===== src/rtl/cache_mem_arbiter_pkg.sv =====
// cache_mem_arbiter_pkg: shared widths and types for the I/D cache memory arbiter
package cache_mem_arbiter_pkg;
  localparam int LINE_W = 256;
  localparam int ADDR_W = 32;
  typedef enum logic [1:0] {IDLE, GRANT_I, GRANT_D, GAP} arb_state_t;
  typedef enum logic {SIDE_I, SIDE_D} side_t;
endpackage


===== src/rtl/cache_mem_arbiter_if.sv =====
// cache_mem_arbiter_if: line-wide pmem port between a cache and the cacheline adaptor
interface cache_mem_arbiter_if #(
  parameter int ADDR_W = cache_mem_arbiter_pkg::ADDR_W,
  parameter int LINE_W = cache_mem_arbiter_pkg::LINE_W
);
  logic [ADDR_W-1:0] address;
  logic              read;
  logic              write;
  logic [LINE_W-1:0] wdata;
  logic [LINE_W-1:0] rdata;
  logic              resp;
  modport master (output address, read, write, wdata, input rdata, resp);
  modport slave (input address, read, write, wdata, output rdata, resp);
endinterface


===== src/rtl/cache_mem_arbiter.sv =====
// cache_mem_arbiter: shares one cacheline adaptor between the I-cache and D-cache, one line transaction at a time
module cache_mem_arbiter #(
  parameter int LINE_W      = cache_mem_arbiter_pkg::LINE_W,
  parameter int ADDR_W      = cache_mem_arbiter_pkg::ADDR_W,
  parameter bit ROUND_ROBIN = 1'b0
) (
  input logic                clk,
  input logic                rst,
  cache_mem_arbiter_if.slave  i_pmem,
  cache_mem_arbiter_if.slave  d_pmem,
  cache_mem_arbiter_if.master pmem
);
  import cache_mem_arbiter_pkg::*;

  arb_state_t        state_q, state_d;
  side_t             last_q, last_d;
  logic [ADDR_W-1:0] addr_q, addr_d;
  logic [LINE_W-1:0] wdata_q, wdata_d;
  logic              wr_q, wr_d;
  logic              req_i, req_d, pick_d, granted;

  assign req_i   = i_pmem.read | i_pmem.write;
  assign req_d   = d_pmem.read | d_pmem.write;
  assign pick_d  = req_d & (~req_i | ~ROUND_ROBIN | (last_q == SIDE_I));
  assign granted = state_q inside {GRANT_I, GRANT_D};

  // A winner asserting both read and write is treated as a write
  always_comb begin
    state_d = state_q;
    last_d  = last_q;
    addr_d  = addr_q;
    wdata_d = wdata_q;
    wr_d    = wr_q;
    unique case (state_q)
      IDLE: if (req_i | req_d) begin
        state_d = pick_d ? GRANT_D : GRANT_I;
        addr_d  = pick_d ? d_pmem.address : i_pmem.address;
        wdata_d = pick_d ? d_pmem.wdata : i_pmem.wdata;
        wr_d    = pick_d ? d_pmem.write : i_pmem.write;
      end
      GRANT_I, GRANT_D: if (pmem.resp) begin
        state_d = GAP;
        last_d  = (state_q == GRANT_D) ? SIDE_D : SIDE_I;
      end
      default: state_d = IDLE;
    endcase
  end

  always_ff @(posedge clk or posedge rst) begin
    if (rst) begin
      state_q <= IDLE;
      last_q  <= SIDE_I;
      addr_q  <= '0;
      wdata_q <= '0;
      wr_q    <= 1'b0;
    end else begin
      state_q <= state_d;
      last_q  <= last_d;
      addr_q  <= addr_d;
      wdata_q <= wdata_d;
      wr_q    <= wr_d;
    end
  end

  assign pmem.read    = granted & ~wr_q;
  assign pmem.write   = granted & wr_q;
  assign pmem.address = addr_q;
  assign pmem.wdata   = wdata_q;
  assign i_pmem.rdata = pmem.rdata;
  assign d_pmem.rdata = pmem.rdata;
  assign i_pmem.resp  = (state_q == GRANT_I) & pmem.resp;
  assign d_pmem.resp  = (state_q == GRANT_D) & pmem.resp;

  a_i_rw_exclusive: assert property (@(posedge clk) disable iff (rst) !(i_pmem.read && i_pmem.write));
  a_d_rw_exclusive: assert property (@(posedge clk) disable iff (rst) !(d_pmem.read && d_pmem.write));
  a_resp_in_grant:  assert property (@(posedge clk) disable iff (rst) pmem.resp |-> granted);
endmodule


===== src/flat_wrapper.sv =====
// flat-port wrapper written by rule: the top's interface ports become plain ports
module cache_mem_arbiter_flat import cache_mem_arbiter_pkg::*;
#(
  parameter int LINE_W      = cache_mem_arbiter_pkg::LINE_W,
  parameter int ADDR_W      = cache_mem_arbiter_pkg::ADDR_W,
  parameter bit ROUND_ROBIN = 1'b0
)
  (clk, rst, i_pmem_address, i_pmem_read, i_pmem_write, i_pmem_wdata, i_pmem_rdata, i_pmem_resp, d_pmem_address, d_pmem_read, d_pmem_write, d_pmem_wdata, d_pmem_rdata, d_pmem_resp, pmem_address, pmem_read, pmem_write, pmem_wdata, pmem_rdata, pmem_resp);
  cache_mem_arbiter_if #(.ADDR_W(ADDR_W), .LINE_W(LINE_W)) i_pmem_i ();
  cache_mem_arbiter_if #(.ADDR_W(ADDR_W), .LINE_W(LINE_W)) d_pmem_i ();
  cache_mem_arbiter_if #(.ADDR_W(ADDR_W), .LINE_W(LINE_W)) pmem_i ();
  input logic clk;
  input logic rst;
  input wire logic [$bits(i_pmem_i.address)-1:0] i_pmem_address;
  input wire logic [$bits(i_pmem_i.read)-1:0] i_pmem_read;
  input wire logic [$bits(i_pmem_i.write)-1:0] i_pmem_write;
  input wire logic [$bits(i_pmem_i.wdata)-1:0] i_pmem_wdata;
  output wire logic [$bits(i_pmem_i.rdata)-1:0] i_pmem_rdata;
  output wire logic [$bits(i_pmem_i.resp)-1:0] i_pmem_resp;
  input wire logic [$bits(d_pmem_i.address)-1:0] d_pmem_address;
  input wire logic [$bits(d_pmem_i.read)-1:0] d_pmem_read;
  input wire logic [$bits(d_pmem_i.write)-1:0] d_pmem_write;
  input wire logic [$bits(d_pmem_i.wdata)-1:0] d_pmem_wdata;
  output wire logic [$bits(d_pmem_i.rdata)-1:0] d_pmem_rdata;
  output wire logic [$bits(d_pmem_i.resp)-1:0] d_pmem_resp;
  output wire logic [$bits(pmem_i.address)-1:0] pmem_address;
  output wire logic [$bits(pmem_i.read)-1:0] pmem_read;
  output wire logic [$bits(pmem_i.write)-1:0] pmem_write;
  output wire logic [$bits(pmem_i.wdata)-1:0] pmem_wdata;
  input wire logic [$bits(pmem_i.rdata)-1:0] pmem_rdata;
  input wire logic [$bits(pmem_i.resp)-1:0] pmem_resp;
  assign i_pmem_i.address = i_pmem_address;
  assign i_pmem_i.read = i_pmem_read;
  assign i_pmem_i.write = i_pmem_write;
  assign i_pmem_i.wdata = i_pmem_wdata;
  assign i_pmem_rdata = i_pmem_i.rdata;
  assign i_pmem_resp = i_pmem_i.resp;
  assign d_pmem_i.address = d_pmem_address;
  assign d_pmem_i.read = d_pmem_read;
  assign d_pmem_i.write = d_pmem_write;
  assign d_pmem_i.wdata = d_pmem_wdata;
  assign d_pmem_rdata = d_pmem_i.rdata;
  assign d_pmem_resp = d_pmem_i.resp;
  assign pmem_address = pmem_i.address;
  assign pmem_read = pmem_i.read;
  assign pmem_write = pmem_i.write;
  assign pmem_wdata = pmem_i.wdata;
  assign pmem_i.rdata = pmem_rdata;
  assign pmem_i.resp = pmem_resp;
  cache_mem_arbiter #(.LINE_W(LINE_W), .ADDR_W(ADDR_W), .ROUND_ROBIN(ROUND_ROBIN)) u_core (.clk(clk), .rst(rst), .i_pmem(i_pmem_i), .d_pmem(d_pmem_i), .pmem(pmem_i));
endmodule

===== config.mk =====
export PLATFORM = sky130hd
export DESIGN_NAME = cache_mem_arbiter_flat
export DESIGN_NICKNAME = d
export VERILOG_FILES = /design/src/rtl/cache_mem_arbiter_pkg.sv /design/src/rtl/cache_mem_arbiter_if.sv /design/src/rtl/cache_mem_arbiter.sv /design/src/flat_wrapper.sv
export SDC_FILE = /design/constraint.sdc
export NUM_CORES = 1
export LEC_CHECK = 0
export CORE_AREA = 10 10 637 639
export CTS_CLUSTER_SIZE = 25
export DETAILED_ROUTE_END_ITERATION = 12
export DIE_AREA = 0 0 647 649
export MAX_ROUTING_LAYER = met4
export PLACE_DENSITY = 0.3
export SETUP_SLACK_MARGIN = 0.15
export SYNTH_ARGS = -nofsm -noshare
export SYNTH_HDL_FRONTEND = slang
export SYNTH_SLANG_ARGS = --single-unit

===== constraint.sdc =====
create_clock -name clk -period 16.5 [get_ports clk]
set_input_delay 1.65 -clock clk [delete_from_list [all_inputs] [get_ports clk]]
set_output_delay 1.65 -clock clk [all_outputs]
set_load 0.01 [all_outputs]

==> Word level (Yosys, flattened, before mapping) <==
Index checks and enable logic that the tools add are counted.
{ "classes": {"reduce_logical": 5, "muxes": 7, "n_eq_ne": 4, "bitwise": 8} }
{ "op_table": {"columns": ["operator", "count"], "rows": [
  ["2-to-1 mux 256 bit", 1],
  ["2-to-1 mux 32 bit", 1],
  ["2-to-1 mux 2 bit", 3],
  ["AND 1 bit", 4],
  ["one-hot mux 2 bit (2 select lines)", 1],
  ["AND reduction 2 bit", 2],
  ["bitwise OR 1 bit", 3],
  ["equality test 2 x 1 -> 1 bit (second input constant)", 1],
  ["equality test 2 bit (second input constant)", 1],
  ["logical NOT 2 bit", 1],
  ["!= test 2 x 1 -> 1 bit (second input constant)", 1],
  ["!= test 2 bit (second input constant)", 1],
  ["nonzero test 2 bit", 1],
  ["OR reduction 2 bit", 1],
  ["2-to-1 mux 1 bit", 1],
  ["NOT 1 bit", 1]
]} }
{ "word_totals": {"ff_bits": 291, "out_inout_bits": 804, "in_bits": 839, "wordCells": 28} }

==> Depth between registers and ports, before layout <==
Gate-level depths: netlist of the first run.
{ "logic_depth": {"depth_word": 4, "ltp_mapped": 9, "mapped_depth_nobuf": 5} }

==> Least setup slack after synthesis of the first run <==
Ideal clock, no wire load.
{ "synth_timing": {"path_kind": "input-to-output", "start": "input pmem_resp", "end": "output d_pmem_resp", "n_path_buf": 0, "arrival_time_ns": 1.815, "setup_slack_ns": 13.035, "cell_stages": 1, "cell_sequence": "and2_1"} }
{ "synth_via": {"elab_chain_cells": 1} }
{ "synth_rtl": {"columns": ["element", "line_no", "rtl"], "rows": [
  ["start: declaration", "flat_wrapper.sv:31", "input wire logic [$bits(pmem_i.resp)-1:0] pmem_resp;"],
  ["AND 1 bit", "cache_mem_arbiter.sv:72", "assign d_pmem.resp = (state_q == GRANT_D) & pmem.resp;"],
  ["end: declaration", "flat_wrapper.sv:25", "output wire logic [$bits(d_pmem_i.resp)-1:0] d_pmem_resp;"]
]} }
Every way passes these cells.

==> Worst setup path in the final report of the first run <==
{ "layout_timing": {"start": "input pmem_resp", "end": "output i_pmem_resp"} }
{ "layout_via": {"elab_chain_cells": 1} }
{ "layout_rtl": {"columns": ["element", "line_no", "rtl"], "rows": [
  ["AND 1 bit", "cache_mem_arbiter.sv:71", "assign i_pmem.resp = (state_q == GRANT_I) & pmem.resp;"],
  ["end: declaration", "flat_wrapper.sv:19", "output wire logic [$bits(i_pmem_i.resp)-1:0] i_pmem_resp;"]
]} }
Every way passes these cells.

==> run_results.csv, run 1 <==
group,metric,value,unit
critical_path,r2r_slack,12.87,ns
timing,min_period_over_period,29.8,%
clock_tree,clk_pin_slew_worst_paths,0.06,ns
timing,slew_viol_final,0,
clock_tree,cts_hold_buf,0,
grt,antenna_found_initial,177,
logic_synthesis,synth.most_common_cell,"buf_4",
logic_synthesis,synthTopCellsByArea,"dfrtp_1 42%, buf_4 23%, mux2i_1 17%",
critical_path,cp-end-kind,"output port",
logic_synthesis,async_flop_share,100,%
critical_path,slowest_stage,"clkdlybuf4s50_1",
drt,via_count,14600,
critical_path,start_kind,"input pin",
drt,wirelength,223000,um
pwr,power,5090,uW
critical_path,timing.rr.end,"u_core.pmem.wdata[106]$_DFFE_PP0P_",
min_path,hold_depth,2,
logic_synthesis,synth_top_cell_area_share,42.1,%
clock_tree,cts_tree,"built",
finish,utilization,7.68,%
timing,fmax,204,MHz
placement,dp_cells,7300,
drt,vias_per_cell,1.97,
run,drv_cap,0,
logic_synthesis,synth_area_leader_cell,"dfrtp_1",
finish,area_delta_synth_final,74.0,%
drt,firstDrtPassIters,4,
clock_tree,clock_path_buffers,3,
finish,drive_gt1_share,4.88,%
logic_synthesis,synth.distinct_cells,29,
timing,setup_tns,0,ns
timing,setup_viol_count_final,0,
logic_synthesis,syn-num-nets,2639,
logic_synthesis,syn_area,0.0173,mm2
floorplan,row_count,230,
critical_path,r2r_cells,7,
timing,finalHoldViolCount,0,
drt,drt-wirelength-per-cell,30.1,um
clock_tree,cts-root-buf,"clkbuf_16",
drt,drc,0,
grt,grt_usage,10.5,%
pwr,ir_drop,0.122,mV
clock_tree,worstSkewPairLatency,0.73,ns
critical_path,cp_cell_sequence,"clkdlybuf4s50_1, and2_1, clkdlybuf4s50_1",
logic_synthesis,synth_ff_type,"dfrtp_1",
clock_tree,clock-sinks,291,
logic_synthesis,ys_top_cells_by_count,"537 x buf_4, 291 x dfrtp_1, 290 x nand2_1",
finish,final_cell_count_no_fill,7413,
grt,grt_overflow,0,
min_path,hold_path_end,"u_core.pmem.wdata[73]$_DFFE_PP0P_",
timing,min_period,4.91,ns
clock_tree,cts_max_level,2,
clock_tree,numCtsBuffers,50,
critical_path,critical_path.max_fanout,7,
grt,grt_max_degree,213,
pwr,cellLeakagePower,0.0101,uW
critical_path,crit_arrival,3.26,ns
timing,rsz0062_at_grt,"false",
floorplan,die_x,647,um
logic_synthesis,syn_inst,1795,
grt,grt_pass1_vias,15400,
finish,layout.nets,2976,
placement,place_congestion,0.717,
critical_path,cp.required,14.85,ns
critical_path,r2r_start,"u_core.state_q[1]$_DFFE_PP0P_",
floorplan,coreArea,0.392,mm2
clock_tree,post_cts_buffers,0,
placement,place_hpwl,202000,um
logic_synthesis,syn_area_per_cell,9.64,um2
logic_synthesis,yosysSeqAreaShare,42.1,%
floorplan,die_h,649,um
clock_tree,cts_resized,0,
critical_path,crit_type,"input pin to output port",
floorplan,io-pin-count,1643,
logic_synthesis,synth_seq_cells,291,
drt,ant_nets,0,
timing,finClkSkew,0.0243,ns
min_path,hp-class,"register to register",
min_path,min-delay-start,"u_core.pmem.wdata[73]$_DFFE_PP0P_",
grt,grt_pass1_wl,259000,um
status,outcome,"complete, no violations",
critical_path,crit_top_cell,"clkdlybuf4s50_1",
logic_synthesis,yosys_warnings,0,
critical_path,cp_slowest_stage_delay,0.72,ns
timing,relSlewSlack,29.1,%
timing,tightestPinTransition,1.06,ns
drt,drtIter0Drc,525,
floorplan,dieArea,0.420,mm2
logic_synthesis,synth_edf_count,0,
placement,portBuffers,874,
floorplan,start_util,4.42,%
pwr,powerDensity,169,mW/mm2
power breakdown:
part	leakage, uW	switching, uW	internal (uW)
Sequential	0.00357	231	1070
Clock	0.000818	499	665
Combinational	0.00567	1680	939
metrics by stage:
stage / hold WS [ns] / setup WS [ns] / cell area (um2)
after floorplan: 0.469 / 6.82 / 17300
after global placement: 0.463 / 11.03 / 28400
after detailed placement: 0.473 / 10.96 / 28400
after CTS: 0.486 / 11.46 / 30100
after global routing: 0.503 / 11.47 / 30100
final: 0.476 / 11.59 / 30100
state kept, by name, indices dropped and copies added (netlist names):
name	flops
u_core.wr_q	1
u_core.state_q	2
u_core.pmem.wdata	256
u_core.pmem.address	32
critical path: cells and delay by family:
family                 cells  cell delay, ns
buffers and inverters      2            1.41
AND/OR/NAND/NOR            1            0.18
how the worst max path moves through the flow:
stage / from / to / slack [ns] / cells past startpoint
2_1_floorplan: rst / u_core.pmem.address[0]$_DFFE_PP0P_ / 6.82 / 1
3_3_place_gp: d_pmem_write / u_core.pmem.wdata[126]$_DFFE_PP0P_ / 11.03 / 6
3_5_place_dp: d_pmem_write / u_core.pmem.wdata[113]$_DFFE_PP0P_ / 10.96 / 7
4_1_cts: pmem_resp / d_pmem_resp / 11.46 / 3
5_1_grt: d_pmem_write / u_core.pmem.wdata[130]$_DFFE_PP0P_ / 11.47 / 7
6_report: pmem_resp / i_pmem_resp / 11.59 / 3
cell usage in the layout (no fill, tap or decap), types with 2 or more instances in the layout:
master           count
bufinv_16            5
nand2_1            290
clkbuf_16           51
clkdlybuf4s50_1    874
o21ai_1            220
a21oi_1              2
mux2i_1            288
clkinv_4             3
buf_4               17
o21ai_0             69
clkinv_8             2
clkinvlp_4           6
diode_2             22
dfrtp_1            291
ha_1                 5
clkinv_2            11
and2_1               3
clkbuf_1             7
clkbuf_8             5
inv_1                3
nand3_1              3
cell families after synthesis:
group                      count (synthesis)  synth area share, %
buffers and inverters                    611                 25.4
and+or+nand+nor                          304                 6.79
adders and majority gates                  5                0.361
muxes                                    288                 16.7
AOI/OAI and AO/OA                        296                 8.72
DFF                                      291                 42.1
final cells by class:
| type | instances | area [um2] |
|---|---|---|
| antenna | 22 | 55.1 |
| clock inverter | 28 | 318 |
| clock buffer | 63 | 1370 |
| sequential | 291 | 7280 |
| timing repair buffer | 892 | 8900 |
| fill | 45800 | 362000 |
| multi-input combinational | 893 | 5640 |
| inverter | 4 | 22.5 |
| tap | 5220 | 6530 |
layer usage:
metal  vias to the layer above  track usage (%)  part of all wire [%]
met5                         -                -                     0
met4                         0             1.98                   2.6
met3                       425             8.39                    18
met2                      1307             16.6                    45
met1                      6652             10.0                    34
li1                       6191                -                     -
Power figures use the tool's default switching activity.
==> inputs of run 2 (changes only) <==
- CORE_AREA: 10 10 637 639 -> 10 10 633 635
- DIE_AREA: 0 0 647 649 -> 0 0 643 645
- clock period: 16.5 -> 4.2 ns (I/O delays scaled with it)
==> run 2 against run 1 <==
  * Sequential share of layout area decreased by 0.22 points
  * Die area decreased by 1.2%
  * Final area increased by 0.93%
  * Via count increased by 0.27%
  * Non-clock buffer count increased by 11
  * Combinational power increased to 4.0 times the previous value
  * Core utilization increased by 0.15 points
  * Critical endpoint is now pmem_write
  * First-iteration DRC count increased by 18%
  * Critical path type is now register to output port
  * Clock power increased to 4.0 times the previous value
  * Critical path depth increased by 1
  * Hold slack got worse by 0.25 ns
  * Register-to-register slack got worse by 11 ns
==> run_results.csv, run 2 (same netlist as run 1, synthesis figures left out) <==
group,metric,value,unit
clock_tree,numCtsBuffers,49,
critical_path,crit_type,"register to output port",
drt,drc,0,
finish,area_delta_synth_final,75.6,%
floorplan,row_count,229,
critical_path,cp-end-kind,"output port",
floorplan,dieArea,0.415,mm2
critical_path,crit_arrival,2.71,ns
timing,relSlewSlack,29.9,%
grt,grt_pass1_vias,15400,
timing,slew_viol_final,0,
floorplan,die_h,645,um
clock_tree,cts_tree,"built",
finish,drive_gt1_share,5.23,%
timing,tightestPinTransition,1.05,ns
drt,vias_per_cell,1.97,
drt,drtIter0Drc,622,
placement,place_congestion,0.694,
status,outcome,"complete, no violations",
clock_tree,cts_resized,0,
pwr,cellLeakagePower,0.0102,uW
placement,place_hpwl,199000,um
grt,grt_usage,10.4,%
drt,wirelength,219000,um
critical_path,start_kind,"register",
pwr,powerDensity,660,mW/mm2
timing,min_period_over_period,74.5,%
finish,mostFrequentLayoutCell,"clkdlybuf4s50_1",
pwr,ir_drop,0.298,mV
drt,ant_nets,0,
drt,firstDrtPassIters,4,
clock_tree,clock_path_buffers,3,
grt,grt_pass1_wl,255000,um
clock_tree,cts-root-buf,"clkbuf_16",
floorplan,die_x,643,um
pwr,power,20100,uW
drt,drt-wirelength-per-cell,29.6,um
floorplan,start_util,4.46,%
min_path,hp-class,"input pin to async pin",
drt,via_count,14600,
floorplan,io-pin-count,1643,
clock_tree,clk_pin_slew_worst_paths,0.07,ns
clock_tree,worstSkewPairLatency,0.71,ns
timing,fmax,320,MHz
placement,portBuffers,874,
floorplan,coreArea,0.388,mm2
critical_path,r2r_slack,1.99,ns
critical_path,cp.required,3.78,ns
finish,largest_reg_flops,256,
critical_path,r2r_cells,7,
timing,finClkSkew,0.0474,ns
critical_path,critical_path.max_fanout,6,
timing,setup_viol_count_final,0,
critical_path,r2r_start,"u_core.state_q[0]$_DFFE_PP0P_",
timing,min_period,3.13,ns
finish,layout.nets,2986,
clock_tree,cts_max_level,2,
finish,utilization,7.84,%
grt,antenna_found_initial,170,
finish,fillers,45300,
timing,rsz0062_at_grt,"false",
run,drv_cap,0,
grt,grt_max_degree,105,
clock_tree,clock-sinks,291,
timing,finalHoldViolCount,0,
clock_tree,cts_hold_buf,0,
grt,grt_overflow,0,
finish,final_cell_mix,"874 x clkdlybuf4s50_1, 291 x dfrtp_1, 290 x nand2_1, 288 x mux2i_1, 220 x o21ai_1",
critical_path,timing.rr.end,"u_core.pmem.address[10]$_DFFE_PP0P_",
clock_tree,post_cts_buffers,0,
-- run 2: worst max path at each step --
stage | start | to
floorplan | rst | u_core.pmem.address[0]$_DFFE_PP0P_
global placement | i_pmem_read | u_core.pmem.wdata[177]$_DFFE_PP0P_
detailed placement | pmem_resp | i_pmem_resp
CTS | u_core.state_q[0]$_DFFE_PP0P_ | pmem_write
global route | u_core.state_q[0]$_DFFE_PP0P_ | pmem_write
finish | u_core.state_q[0]$_DFFE_PP0P_ | pmem_write
-- run 2: final cells by class --
type,instances,area [um2],share of cell area (%)
multi-input cells,893,5640,18.6
flip-flops and latches,291,7280,24.0
diodes,25,62.6,0.206
well taps,5197,6500,21.4
inverters,4,18.8,0.0617
repair buffers,903,9170,30.2
clock inverters,21,298,0.980
clock buffers,67,1430,4.69
-- run 2: through the flow --
step	instance area [um2]	setup slack, ns	TNS, ns	instances	hold slack [ns]
floorplan	17300	-0.0812	-23.62	1795	0.469
CTS	30300	0.783	0	7376	0.138
global placement	28600	1.33	0	7288	0.462
finish	30400	1.07	0	7401	0.223
detailed placement	28600	1.33	0	7288	0.472
global route	30400	0.694	0	7397	0.188
-- run 2: critical path, stage by stage, from the launching register on --
cell             delay [ns]
dfrtp_1                0.42
inv_1                  0.10
ha_1                   0.39
and2_1                 0.16
clkdlybuf4s50_1        0.93
-- run 2: where the power goes --
| part | switching, uW | internal, uW | total [uW] |
|---|---|---|---|
| Clock | 1810 | 2780 | 4590 |
| Sequential | 849 | 4220 | 5070 |
| Combinational | 6610 | 3790 | 10400 |
-- run 2: per-layer routing --
layer | share of wire (%) | up-vias | track usage [%]
li1 | - | 6184 | -
met1 | 35 | 6717 | 10.0
met2 | 45 | 1300 | 16.3
met3 | 18 | 414 | 8.36
met4 | 2.6 | 0 | 2.09
met5 | 0 | - | -
